<file path="src/rtl/writeback.sv">
// Final MIPS pipeline stage: picks the result (ALU, load data or link address),
// resolves the destination register, drives the register-file write port and counts retirements.
module writeback #(
  parameter int WIDTH     = 32,
  parameter int REG_WIDTH = 5
) (
  input  logic                 clock,
  input  logic                 reset_n,
  input  logic                 enable_writeback,
  output logic                 ready_writeback,
  input  logic [31:0]          insn_in,
  input  logic [WIDTH-1:0]     pc_in,
  input  logic [WIDTH-1:0]     alu_result,
  input  logic [WIDTH-1:0]     mem_rdata,
  output logic [WIDTH-1:0]     dVal_regfile,
  output logic [REG_WIDTH-1:0] rdIn_regfile,
  output logic                 we_regfile,
  output logic [31:0]          retired_count
);

  localparam logic [5:0] OP_SPECIAL  = 6'b000000;
  localparam logic [5:0] OP_SPECIAL2 = 6'b011100;
  localparam logic [5:0] OP_JAL      = 6'b000011;
  localparam logic [5:0] OP_ADDI     = 6'b001000;
  localparam logic [5:0] OP_ADDIU    = 6'b001001;
  localparam logic [5:0] OP_SLTI     = 6'b001010;
  localparam logic [5:0] OP_SLTIU    = 6'b001011;
  localparam logic [5:0] OP_ORI      = 6'b001101;
  localparam logic [5:0] OP_XORI     = 6'b001110;
  localparam logic [5:0] OP_LUI      = 6'b001111;
  localparam logic [5:0] OP_LB       = 6'b100000;
  localparam logic [5:0] OP_LW       = 6'b100011;
  localparam logic [5:0] OP_LBU      = 6'b100100;

  localparam logic [5:0] FN_JR    = 6'b001000;
  localparam logic [5:0] FN_JALR  = 6'b001001;
  localparam logic [5:0] FN_MULT  = 6'b011000;
  localparam logic [5:0] FN_MULTU = 6'b011001;
  localparam logic [5:0] FN_DIV   = 6'b011010;
  localparam logic [5:0] FN_DIVU  = 6'b011011;

  typedef enum logic {IDLE, WAIT_LOAD} state_t;
  typedef enum logic [1:0] {LD_W, LD_B, LD_BU} ld_kind_t;

  state_t                 state_q, state_d;
  ld_kind_t               ld_kind_q, ld_kind_d;
  logic [REG_WIDTH-1:0]   ld_dest_q, ld_dest_d;
  logic [1:0]             ld_off_q, ld_off_d;
  logic                   we_q, we_d;
  logic [WIDTH-1:0]       dval_q, dval_d;
  logic [REG_WIDTH-1:0]   rd_q, rd_d;
  logic [31:0]            count_q, count_d;

  logic [5:0]             opcode, funct;
  logic [REG_WIDTH-1:0]   rt_field, rd_field;
  logic [WIDTH-1:0]       link_addr;
  logic                   dec_we, dec_load;
  ld_kind_t               dec_kind;
  logic [REG_WIDTH-1:0]   dec_dest;
  logic [WIDTH-1:0]       dec_data;
  logic [WIDTH-1:0]       load_data;
  logic                   accept;
  logic                   unused_bits;

  // Big-endian byte lane: offset 0 is the most significant byte.
  function automatic logic [7:0] select_byte(input logic [WIDTH-1:0] word, input logic [1:0] off);
    logic [7:0] b;
    case (off)
      2'd0:    b = word[31:24];
      2'd1:    b = word[23:16];
      2'd2:    b = word[15:8];
      default: b = word[7:0];
    endcase
    return b;
  endfunction

  function automatic logic [WIDTH-1:0] extend_byte(input logic [7:0] b, input logic sign_ext);
    return sign_ext ? {{(WIDTH-8){b[7]}}, b} : {{(WIDTH-8){1'b0}}, b};
  endfunction

  assign opcode      = insn_in[31:26];
  assign funct       = insn_in[5:0];
  assign rt_field    = insn_in[20:16];
  assign rd_field    = insn_in[15:11];
  assign link_addr   = pc_in + WIDTH'(8);
  assign unused_bits = ^{insn_in[25:21], insn_in[10:6]};

  assign ready_writeback = (state_q == IDLE);
  assign accept          = enable_writeback && ready_writeback;

  always_comb begin
    dec_we   = 1'b0;
    dec_load = 1'b0;
    dec_kind = LD_W;
    dec_dest = rt_field;
    dec_data = alu_result;
    case (opcode)
      OP_SPECIAL: begin
        dec_dest = rd_field;
        case (funct)
          FN_JALR: begin
            dec_we   = 1'b1;
            dec_data = link_addr;
          end
          FN_MULT, FN_MULTU, FN_DIV, FN_DIVU, FN_JR: dec_we = 1'b0;
          default: dec_we = 1'b1;
        endcase
      end
      OP_SPECIAL2: begin
        dec_dest = rd_field;
        dec_we   = 1'b1;
      end
      OP_ADDI, OP_ADDIU, OP_SLTI, OP_SLTIU, OP_ORI, OP_XORI, OP_LUI: dec_we = 1'b1;
      OP_JAL: begin
        dec_we   = 1'b1;
        dec_dest = REG_WIDTH'(31);
        dec_data = link_addr;
      end
      OP_LW: dec_load = 1'b1;
      OP_LB: begin
        dec_load = 1'b1;
        dec_kind = LD_B;
      end
      OP_LBU: begin
        dec_load = 1'b1;
        dec_kind = LD_BU;
      end
      default: dec_we = 1'b0;
    endcase
  end

  always_comb begin
    case (ld_kind_q)
      LD_B:    load_data = extend_byte(select_byte(mem_rdata, ld_off_q), 1'b1);
      LD_BU:   load_data = extend_byte(select_byte(mem_rdata, ld_off_q), 1'b0);
      default: load_data = mem_rdata;
    endcase
  end

  // Write data/address only move on an actual write; otherwise they hold.
  always_comb begin
    state_d   = state_q;
    ld_kind_d = ld_kind_q;
    ld_dest_d = ld_dest_q;
    ld_off_d  = ld_off_q;
    we_d      = 1'b0;
    dval_d    = dval_q;
    rd_d      = rd_q;
    count_d   = count_q;
    case (state_q)
      IDLE: begin
        if (accept) begin
          if (dec_load) begin
            state_d   = WAIT_LOAD;
            ld_kind_d = dec_kind;
            ld_dest_d = rt_field;
            ld_off_d  = alu_result[1:0];
          end else begin
            count_d = count_q + 32'd1;
            if (dec_we && (dec_dest != '0)) begin
              we_d   = 1'b1;
              dval_d = dec_data;
              rd_d   = dec_dest;
            end
          end
        end
      end
      WAIT_LOAD: begin
        state_d = IDLE;
        count_d = count_q + 32'd1;
        if (ld_dest_q != '0) begin
          we_d   = 1'b1;
          dval_d = load_data;
          rd_d   = ld_dest_q;
        end
      end
      default: state_d = IDLE;
    endcase
  end

  always_ff @(posedge clock) begin
    if (!reset_n) begin
      state_q   <= IDLE;
      ld_kind_q <= LD_W;
      ld_dest_q <= '0;
      ld_off_q  <= '0;
      we_q      <= 1'b0;
      dval_q    <= '0;
      rd_q      <= '0;
      count_q   <= '0;
    end else begin
      state_q   <= state_d;
      ld_kind_q <= ld_kind_d;
      ld_dest_q <= ld_dest_d;
      ld_off_q  <= ld_off_d;
      we_q      <= we_d;
      dval_q    <= dval_d;
      rd_q      <= rd_d;
      count_q   <= count_d;
    end
  end

  assign we_regfile    = we_q;
  assign dVal_regfile  = dval_q;
  assign rdIn_regfile  = rd_q;
  assign retired_count = count_q;

endmodule
</file>
<file path="config.mk">
export PLATFORM = sky130hd
export DESIGN_NAME = writeback
export DESIGN_NICKNAME = d
export VERILOG_FILES = /design/src/rtl/writeback.sv
export SDC_FILE = /design/constraint.sdc
export NUM_CORES = 1
export LEC_CHECK = 0
export ABC_AREA = 1
export BUFFER_PORTS_ARGS = -buffer_cell sky130_fd_sc_hd__buf_4
export CAP_MARGIN = 30
export CELL_PAD_IN_SITES_DETAIL_PLACEMENT = 2
export CELL_PAD_IN_SITES_GLOBAL_PLACEMENT = 2
export CORE_MARGIN = 2
export CORE_UTILIZATION = 24
export CTS_BUF_LIST = sky130_fd_sc_hd__clkbuf_2 sky130_fd_sc_hd__clkbuf_4 sky130_fd_sc_hd__clkbuf_8
export CTS_CLUSTER_DIAMETER = 200
export DETAILED_ROUTE_END_ITERATION = 12
export HOLD_SLACK_MARGIN = 0.02
export PLACE_DENSITY = 0.87
export SLEW_MARGIN = 15
export SYNTH_ARGS = -nofsm -noshare
export SYNTH_HDL_FRONTEND = slang
export SYNTH_SLANG_ARGS = --single-unit
</file>
<file path="constraint.sdc">
create_clock -name clock -period 1.8 [get_ports clock]
set_clock_uncertainty 0.05 [all_clocks]
set_input_delay 0.36 -clock clock [delete_from_list [all_inputs] [get_ports clock]]
set_output_delay 0.36 -clock clock [all_outputs]
set_load 0.01 [all_outputs]
</file>
==> Flow_metrics.wiki, run 1 <==
{| class="wikitable"
! Metric !! Value
|-
| Number of synthesized flops with an enable pin || 0
|-
| Clock Latency Late Sink || 380 ps
|-
| Violated checks || negative setup slack
|-
| Setup slack on the worst flop-to-flop path || -5 ps
|-
| Clock tree from TritonCTS || done
|-
| Top fanout value on the critical path || 18
|-
| Maximum frequency from static timing analysis || 0.554 GHz
|-
| Metal-1 WL || 14200 microns
|-
| Slowest-stage cell, CP || dfxtp_2
|-
| Depth of the worst hold-timing path || 3
|-
| Total clock buffers created by CTS || 9
|-
| Routed wire length on met2 || 17200 microns
|-
| Finish-stage setup viols || 1
|-
| Maxcap violations || 0
|-
| Status || complete, but fails checks
|-
| Num Clock Sinks || 80
|-
| Count of hold-fix buffers inserted at cts || 0
|-
| Buffers from clock root to sink, at most || 2
|-
| Post-synthesis sequential area ratio || 26.4%
|-
| Share of layout cells above drive strength 1 || 36.9%
|-
| Maximum vdd ir drop || 0.373 mV
|-
| Cell types occupying the most area after synthesis || dfxtp_1, nand2_1, nor2_1, a21oi_1, nand3_1
|-
| DR top layer || met4
|-
| Utilization after layout || 37.3%
|-
| Total negative setup slack || -5.15 ps
|-
| Hold Worst Slack || 232 ps
|-
| Maximum cell stage delay along the critical path || 350 ps
|-
| Ranking of synthesized cells by instance count || nand2_1, nor2_1, a21oi_1, dfxtp_1, inv_1
|-
| Class of the most critical hold timing path || input pin to flop
|-
| Detailed route wirelength on metal3 || 1750 microns
|-
| Gate Count Post-Synth || 1002
|-
| Most frequently used flop master after synthesis || dfxtp_1
|-
| Number of design-rule violations left by the first detailed-router iteration || 485
|-
| Overall Global Routing Usage || 24.7%
|-
| Yosys reg bits || 80
|-
| Slew at the pin with the worst max-slew slack || 647 ps
|-
| Total count of max-transition violations in the final report || 0
|-
| Half-perimeter wire length of the detailed placement result || 26300 microns
|-
| Residual overflow from global routing || 0
|-
| Die Area || 26600 sq um
|-
| Total number of placement rows || 58
|-
| Fraction of post-synthesis cell area in the top cell type by area || 26.4%
|-
| Arrival time of the worst setup path || 2030 ps
|-
| Share of flip-flops with an asynchronous set or reset after synthesis || 0%
|-
| Die Y-Extent || 163 microns
|-
| Worst slew margin || 56.8%
|-
| Antenna violations before repair || 1
|-
| Final hold violation count || 0
|-
| Worst setup path class || flop to flop
|-
| Critical Path End Type || flop
|-
| Final routed wirelength across all metal layers || 34600 microns
|-
| Final period util || 100%
|-
| Total via count in the routed design || 8322
|-
| Post-layout minimum cycle time || 1810 ps
|-
| Floorplan Core Area || 25000 sq um
|-
| Maximum number of pins on one net before global-route repair || 38
|-
| PnR Total Power || 4.46 mW
|-
| Leakage power summed over all cells || 4.36 nW
|-
| Reg-to-Reg End || dVal_regfile[0]
|-
| Final antenna-violating net count || 0
|-
| Number of global-route vias before repair || 9084
|-
| Floorplan die width || 163 microns
|-
| WL/cell || 21.2 microns
|-
| Number of levels the H-tree was split into || 3
|-
| Most frequent cell after synthesis || nand2_1
|-
| Drt pass-1 iters || 5
|-
| Worst Setup Slack post-DPL || -400 ps
|-
| Required time worst endpoint || 2020 ps
|-
| Startpoint type of the worst setup path || flop
|-
| Yosys cell types || 43
|-
| I/O pin total || 202
|-
| Reg2reg start || ld_kind_q[0]
|-
| Unrepaired setup endpoints after global routing || true
|-
| Net count reported at finish || 1428
|-
| Global-route wire length before repair || 50800 microns
|-
| Post-Synthesis Cell Area || 6070 sq um
|-
| Weighted congestion reported at the end of routability-driven placement || 0.887
|-
| Area growth syn-to-layout || 53.6%
|-
| Effective utilization at floorplan || 24.3%
|-
| Vias per cell || 5.11
|-
| Post-synth net total || 1137
|-
| Depth of the worst register-to-register path || 9
|-
| Buffer cell driving the clock tree root || clkbuf_8
|-
| Power per cell area || 478 nW/um^2
|-
| Clock-pin slew on the worst setup and hold paths || 100 ps
|-
| Number of remaining DRC errors || 0
|-
| Port-buffer cells || 191
|-
| Worst path cell trace || inv_2, ha_4, buf_8, a21oi_2, buf_4, o21ai_1, o21ai_1, nor2_2, nor2_2
|-
| Worst Min Path Start || insn_in[20]
|-
| Post-route setup slack || -5.15 ps
|-
| Cell accounting for the most synthesized area || dfxtp_1
|-
| Worst min-delay path endpoint || ld_dest_q[4]
|-
| Mean instance size in the synthesized netlist || 6.06 sq um
|-
| Number of warnings issued by yosys || 0
|}
-- per-stage QoR --
| stage | cell area [sq um] | instances |
|---|---|---|
| 6_report | 9330 | 1629 |
| 5_1_grt | 9330 | 1628 |
| 4_1_cts | 8970 | 1618 |
| 3_5_place_dp | 8630 | 1600 |
| 3_3_place_gp | 8630 | 1600 |
| 2_1_floorplan | 6080 | 1002 |
-- worst max path at each step --
stage / endpoint / from / slack [ps]
after floorplan: dVal_regfile[21] / pc_in[3] / 30
after global placement: dVal_regfile[11] / insn_in[2] / -340
after detailed placement: dVal_regfile[11] / insn_in[2] / -400
after CTS: retired_count[31] / retired_count[7] / -2
after global routing: retired_count[11] / retired_count[5] / -110
final: dVal_regfile[0] / ld_kind_q[0] / -5
-- registers in the layout (all words and copies together), names as in the netlist --
| signal | flops |
|---|---|
| dVal_regfile | 32 |
| ld_off_q | 2 |
| we_regfile | 1 |
| state_q | 1 |
| retired_count | 32 |
| rdIn_regfile | 5 |
| ld_dest_q | 5 |
| ld_kind_q | 2 |
-- per-layer routing --
metal  GRT usage, %  up-vias
met2           44.5      286
met3           3.78       87
li1               -     3872
met5              0        -
met4           9.98        0
met1           29.3     4077
-- area by class of cell --
type | instances | area, sq um
Antenna cell | 1 | 2.50
Clock buffer | 9 | 124
Clock inverter | 7 | 78.8
Fill cell | 3036 | 15700
Inverter | 80 | 303
Multi-Input combinational cell | 800 | 4220
Sequential cell | 80 | 1630
Tap cell | 330 | 413
Timing Repair Buffer | 322 | 2560
-- worst max-delay path, delay by kind of cell, from the launching register on --
| family | cells | cell delay [ps] |
|---|---|---|
| flip-flops | 1 | 350 |
| adder cells (fa/ha/maj) | 1 | 280 |
| buffers and inverters | 3 | 400 |
| AND/OR/NAND/NOR | 2 | 180 |
| AO/OA/AOI/OAI | 3 | 430 |
-- power breakdown --
group | internal, mW | switching, mW | total (mW)
Combinational | 0.517 | 0.606 | 1.12
Clock | 0.657 | 0.822 | 1.48
Sequential | 1.82 | 0.0385 | 1.86
-- logic make-up (layout without fill, tap and decap cells) --
logic type	Yosys count	count (layout)	synth area share, %
AOI/OAI and AO/OA	178	178	15.8
xor gates and xnor gates	20	20	2.88
adders and majority gates	4	4	0.824
buffers and inverters	123	418	8.76
DFF	80	80	26.4
other	0	1	0
and+or+nand+nor	597	598	45.4
-- cells in the final DEF, fill, tap and decap left out, drive strengths merged, types with 3 or more instances in the layout --
master and count:
or2 3, xor2 11, nand2 274, clkinv 3
ha 4, a21oi 101, inv 81, clkbuf 11
nor4 5, o21a 3, nand3 71, nor3 22
nand4 14, buf 320, nand3b 38, dfxtp 80
o21ai 59, xnor2 9, a21o 3, nor2 170
-- timing repair --
action	4_1_cts	5_1_grt
cloned	2	3
setup endpoints to repair	43	54
pin swaps	3	18
setup buffers	0	7
gates resized for setup	39	89
Power figures use the tool's default switching activity.
==> run 2, diff against run 1 <==
RECOVER_POWER = 25   (was not set)
==> Flow_metrics.wiki, run 2 (synthesized netlist as in run 1, its figures left out) <==
{| class="wikitable"
! Metric !! Value
|-
| Status || complete, but fails checks
|-
| Violated checks || negative setup slack
|-
| I/O pin total || 202 (unchanged)
|-
| Flop pwr share || 41.9% (+0.2 points)
|-
| Worst slew margin || 58.6% (+1.7 points)
|-
| Post-route setup slack || -8.07 ps (-2.92 ps)
|-
| Final routed wirelength across all metal layers || 34700 microns (+0.39%)
|-
| Worst Min Path Start || insn_in[20]
|-
| Critical Path End Type || flop
|-
| Net Switching || 1.47 mW (about the same)
|-
| Floorplan die width || 163 microns (unchanged)
|-
| Total number of placement rows || 58 (unchanged)
|-
| Port-buffer cells || 191 (unchanged)
|-
| Depth of the worst register-to-register path || 9 (unchanged)
|-
| Maximum number of pins on one net before global-route repair || 38 (unchanged)
|-
| Worst Setup Slack post-DPL || -400 ps (unchanged)
|-
| Required time worst endpoint || 2020 ps (about the same)
|-
| Power per cell area || 481 nW/um^2 (+0.56%)
|-
| Number of global-route vias before repair || 9084 (unchanged)
|-
| Residual overflow from global routing || 0 (unchanged)
|-
| Buffers from clock root to sink, at most || 2 (unchanged)
|-
| Commonest non-fill, non-tap cells in the layout || buf_4, nand2_1, nor2_1
|-
| Num Clock Sinks || 80 (unchanged)
|-
| Clock tree from TritonCTS || done
|-
| Switching Fraction || 33.1% (+0.18 points)
|-
| Combinational share of power || 24.8% (-0.4 points)
|-
| Weighted congestion reported at the end of routability-driven placement || 0.887 (unchanged)
|-
| Total count of max-transition violations in the final report || 0 (unchanged)
|-
| Clock-pin slew on the worst setup and hold paths || 100 ps (about the same)
|-
| Class of the most critical hold timing path || input pin to flop
|-
| Half-perimeter wire length of the detailed placement result || 26300 microns (unchanged)
|-
| Final hold violation count || 0 (unchanged)
|-
| Floorplan Core Area || 25000 sq um (unchanged)
|-
| Antenna violations before repair || 1 (unchanged)
|-
| Buffer cell driving the clock tree root || clkbuf_8
|-
| Clock Latency Late Sink || 380 ps (about the same)
|-
| Number of levels the H-tree was split into || 3 (unchanged)
|-
| Number of design-rule violations left by the first detailed-router iteration || 506 (+4.3%)
|-
| Total negative setup slack || -8.07 ps (-2.92 ps)
|-
| WL/cell || 21.3 microns (+0.39%)
|-
| Setup crit start || ld_kind_q[0]
|-
| Reg2reg start || ld_kind_q[0]
|-
| Cell Int Power || 2.97 mW (-0.80%)
|-
| Global-route wire length before repair || 50800 microns (unchanged)
|-
| Total via count in the routed design || 8316 (-0.072%)
|-
| Startpoint type of the worst setup path || flop
|-
| Number of remaining DRC errors || 0 (unchanged)
|-
| Clock group share of total power || 33.3% (about the same)
|-
| Die Area || 26600 sq um (unchanged)
|-
| Top fanout value on the critical path || 18 (unchanged)
|-
| Total clock buffers created by CTS || 9 (unchanged)
|-
| Arrival time of the worst setup path || 2030 ps (about the same)
|-
| Maximum frequency from static timing analysis || 0.553 GHz (-0.16%)
|-
| Worst setup path class || flop to flop
|-
| Maxcap violations || 0 (unchanged)
|-
| Leakage power summed over all cells || 4.25 nW (-2.6%)
|-
| Overall Global Routing Usage || 24.7% (unchanged)
|-
| Share of layout cells above drive strength 1 || 34.8% (-2.1 points)
|-
| Vias per cell || 5.10 (about the same)
|-
| Commonest non-fill, non-tap cell in the layout || buf_4
|-
| Drt pass-1 iters || 5 (unchanged)
|-
| Net count reported at finish || 1428 (unchanged)
|-
| Slew at the pin with the worst max-slew slack || 621 ps (-25.9 ps)
|-
| Area growth syn-to-layout || 52.0%
|-
| Post-layout minimum cycle time || 1810 ps (+2.92 ps)
|-
| Maximum vdd ir drop || 0.374 mV (+0.24%)
|-
| Finish-stage setup viols || 1 (unchanged)
|-
| Die Y-Extent || 163 microns (unchanged)
|-
| Final antenna-violating net count || 0 (unchanged)
|-
| Final period util || 100% (+0.16 points)
|-
| Effective utilization at floorplan || 24.3% (unchanged)
|-
| Unrepaired setup endpoints after global routing || true
|-
| Depth of the worst hold-timing path || 3 (unchanged)
|}
run 2: cell count changes in the layout (fill, tap and decap cells not counted), sizes merged:
cell and change:
buf -27, clkbuf +27
run 2: through the flow:
step | hold WS, ps | instances | utilization [%] | power, mW | instance area [sq um]
2_1_floorplan | 394 | 1002 | - | 2.32 | 6080
3_3_place_gp | 413 | 1600 | 34.5 | 2.89 | 8630
3_5_place_dp | 427 | 1600 | 34.5 | 2.94 | 8630
4_1_cts | 217 | 1618 | 35.8 | 4.41 | 8970
5_1_grt | 254 | 1628 | 36.9 | 4.62 | 9230
6_report | 231 | 1629 | 36.9 | 4.43 | 9230
run 2: timing repair:
action,in CTS,in global routing
hold buffers,0,0
setup endpoints to repair,43,54
setup buffers,0,7
cloned,2,3
pin swaps,3,18
resized for setup,39,89
run 2: routing by layer:
layer | wire, microns | share of wire [%] | track usage, % | up-vias
met2 | 17300 | 50 | 44.5 | 280
met4 | 1430 | 4.1 | 9.98 | 0
met1 | 14200 | 41 | 29.3 | 4082
li1 | - | - | - | 3867
met3 | 1800 | 5.2 | 3.78 | 87
met5 | 0 | 0 | 0 | -
run 2: final timing paths:
path,end,slack (ps)
setup / recovery,dVal_regfile[0],-8
hold / removal,ld_dest_q[4],230
setup reg to reg,dVal_regfile[0],-8
hold reg to reg,ld_dest_q[4],440
run 2: worst max-delay path, stage by stage (launching register included):
cell and delay (ps):
dfxtp_2 350, inv_2 50, ha_4 280, buf_8 190, a21oi_2 50, buf_4 160
o21ai_1 260, o21ai_1 130, nor2_2 130, nor2_2 50
run 2: power groups by stage:
stage / sequential (mW) / combinational (mW) / clock [mW]
detailed placement: 1.90 / 1.04 / 0
global route: 1.86 / 1.19 / 1.57
CTS: 1.86 / 1.06 / 1.49
floorplan: 1.91 / 0.410 / 0
finish: 1.86 / 1.10 / 1.48
global placement: 1.89 / 0.998 / 0
run 2: area by class of cell:
cell class              count  area (sq um)
fillers                  3065         15800
multi-input cells         800          4220
repair buffers            322          2460
flip-flops and latches     80          1630
well taps                 330           413
inverters                  80           303
clock buffers               9           124
clock inverters             7          78.8
diodes                      1          2.50
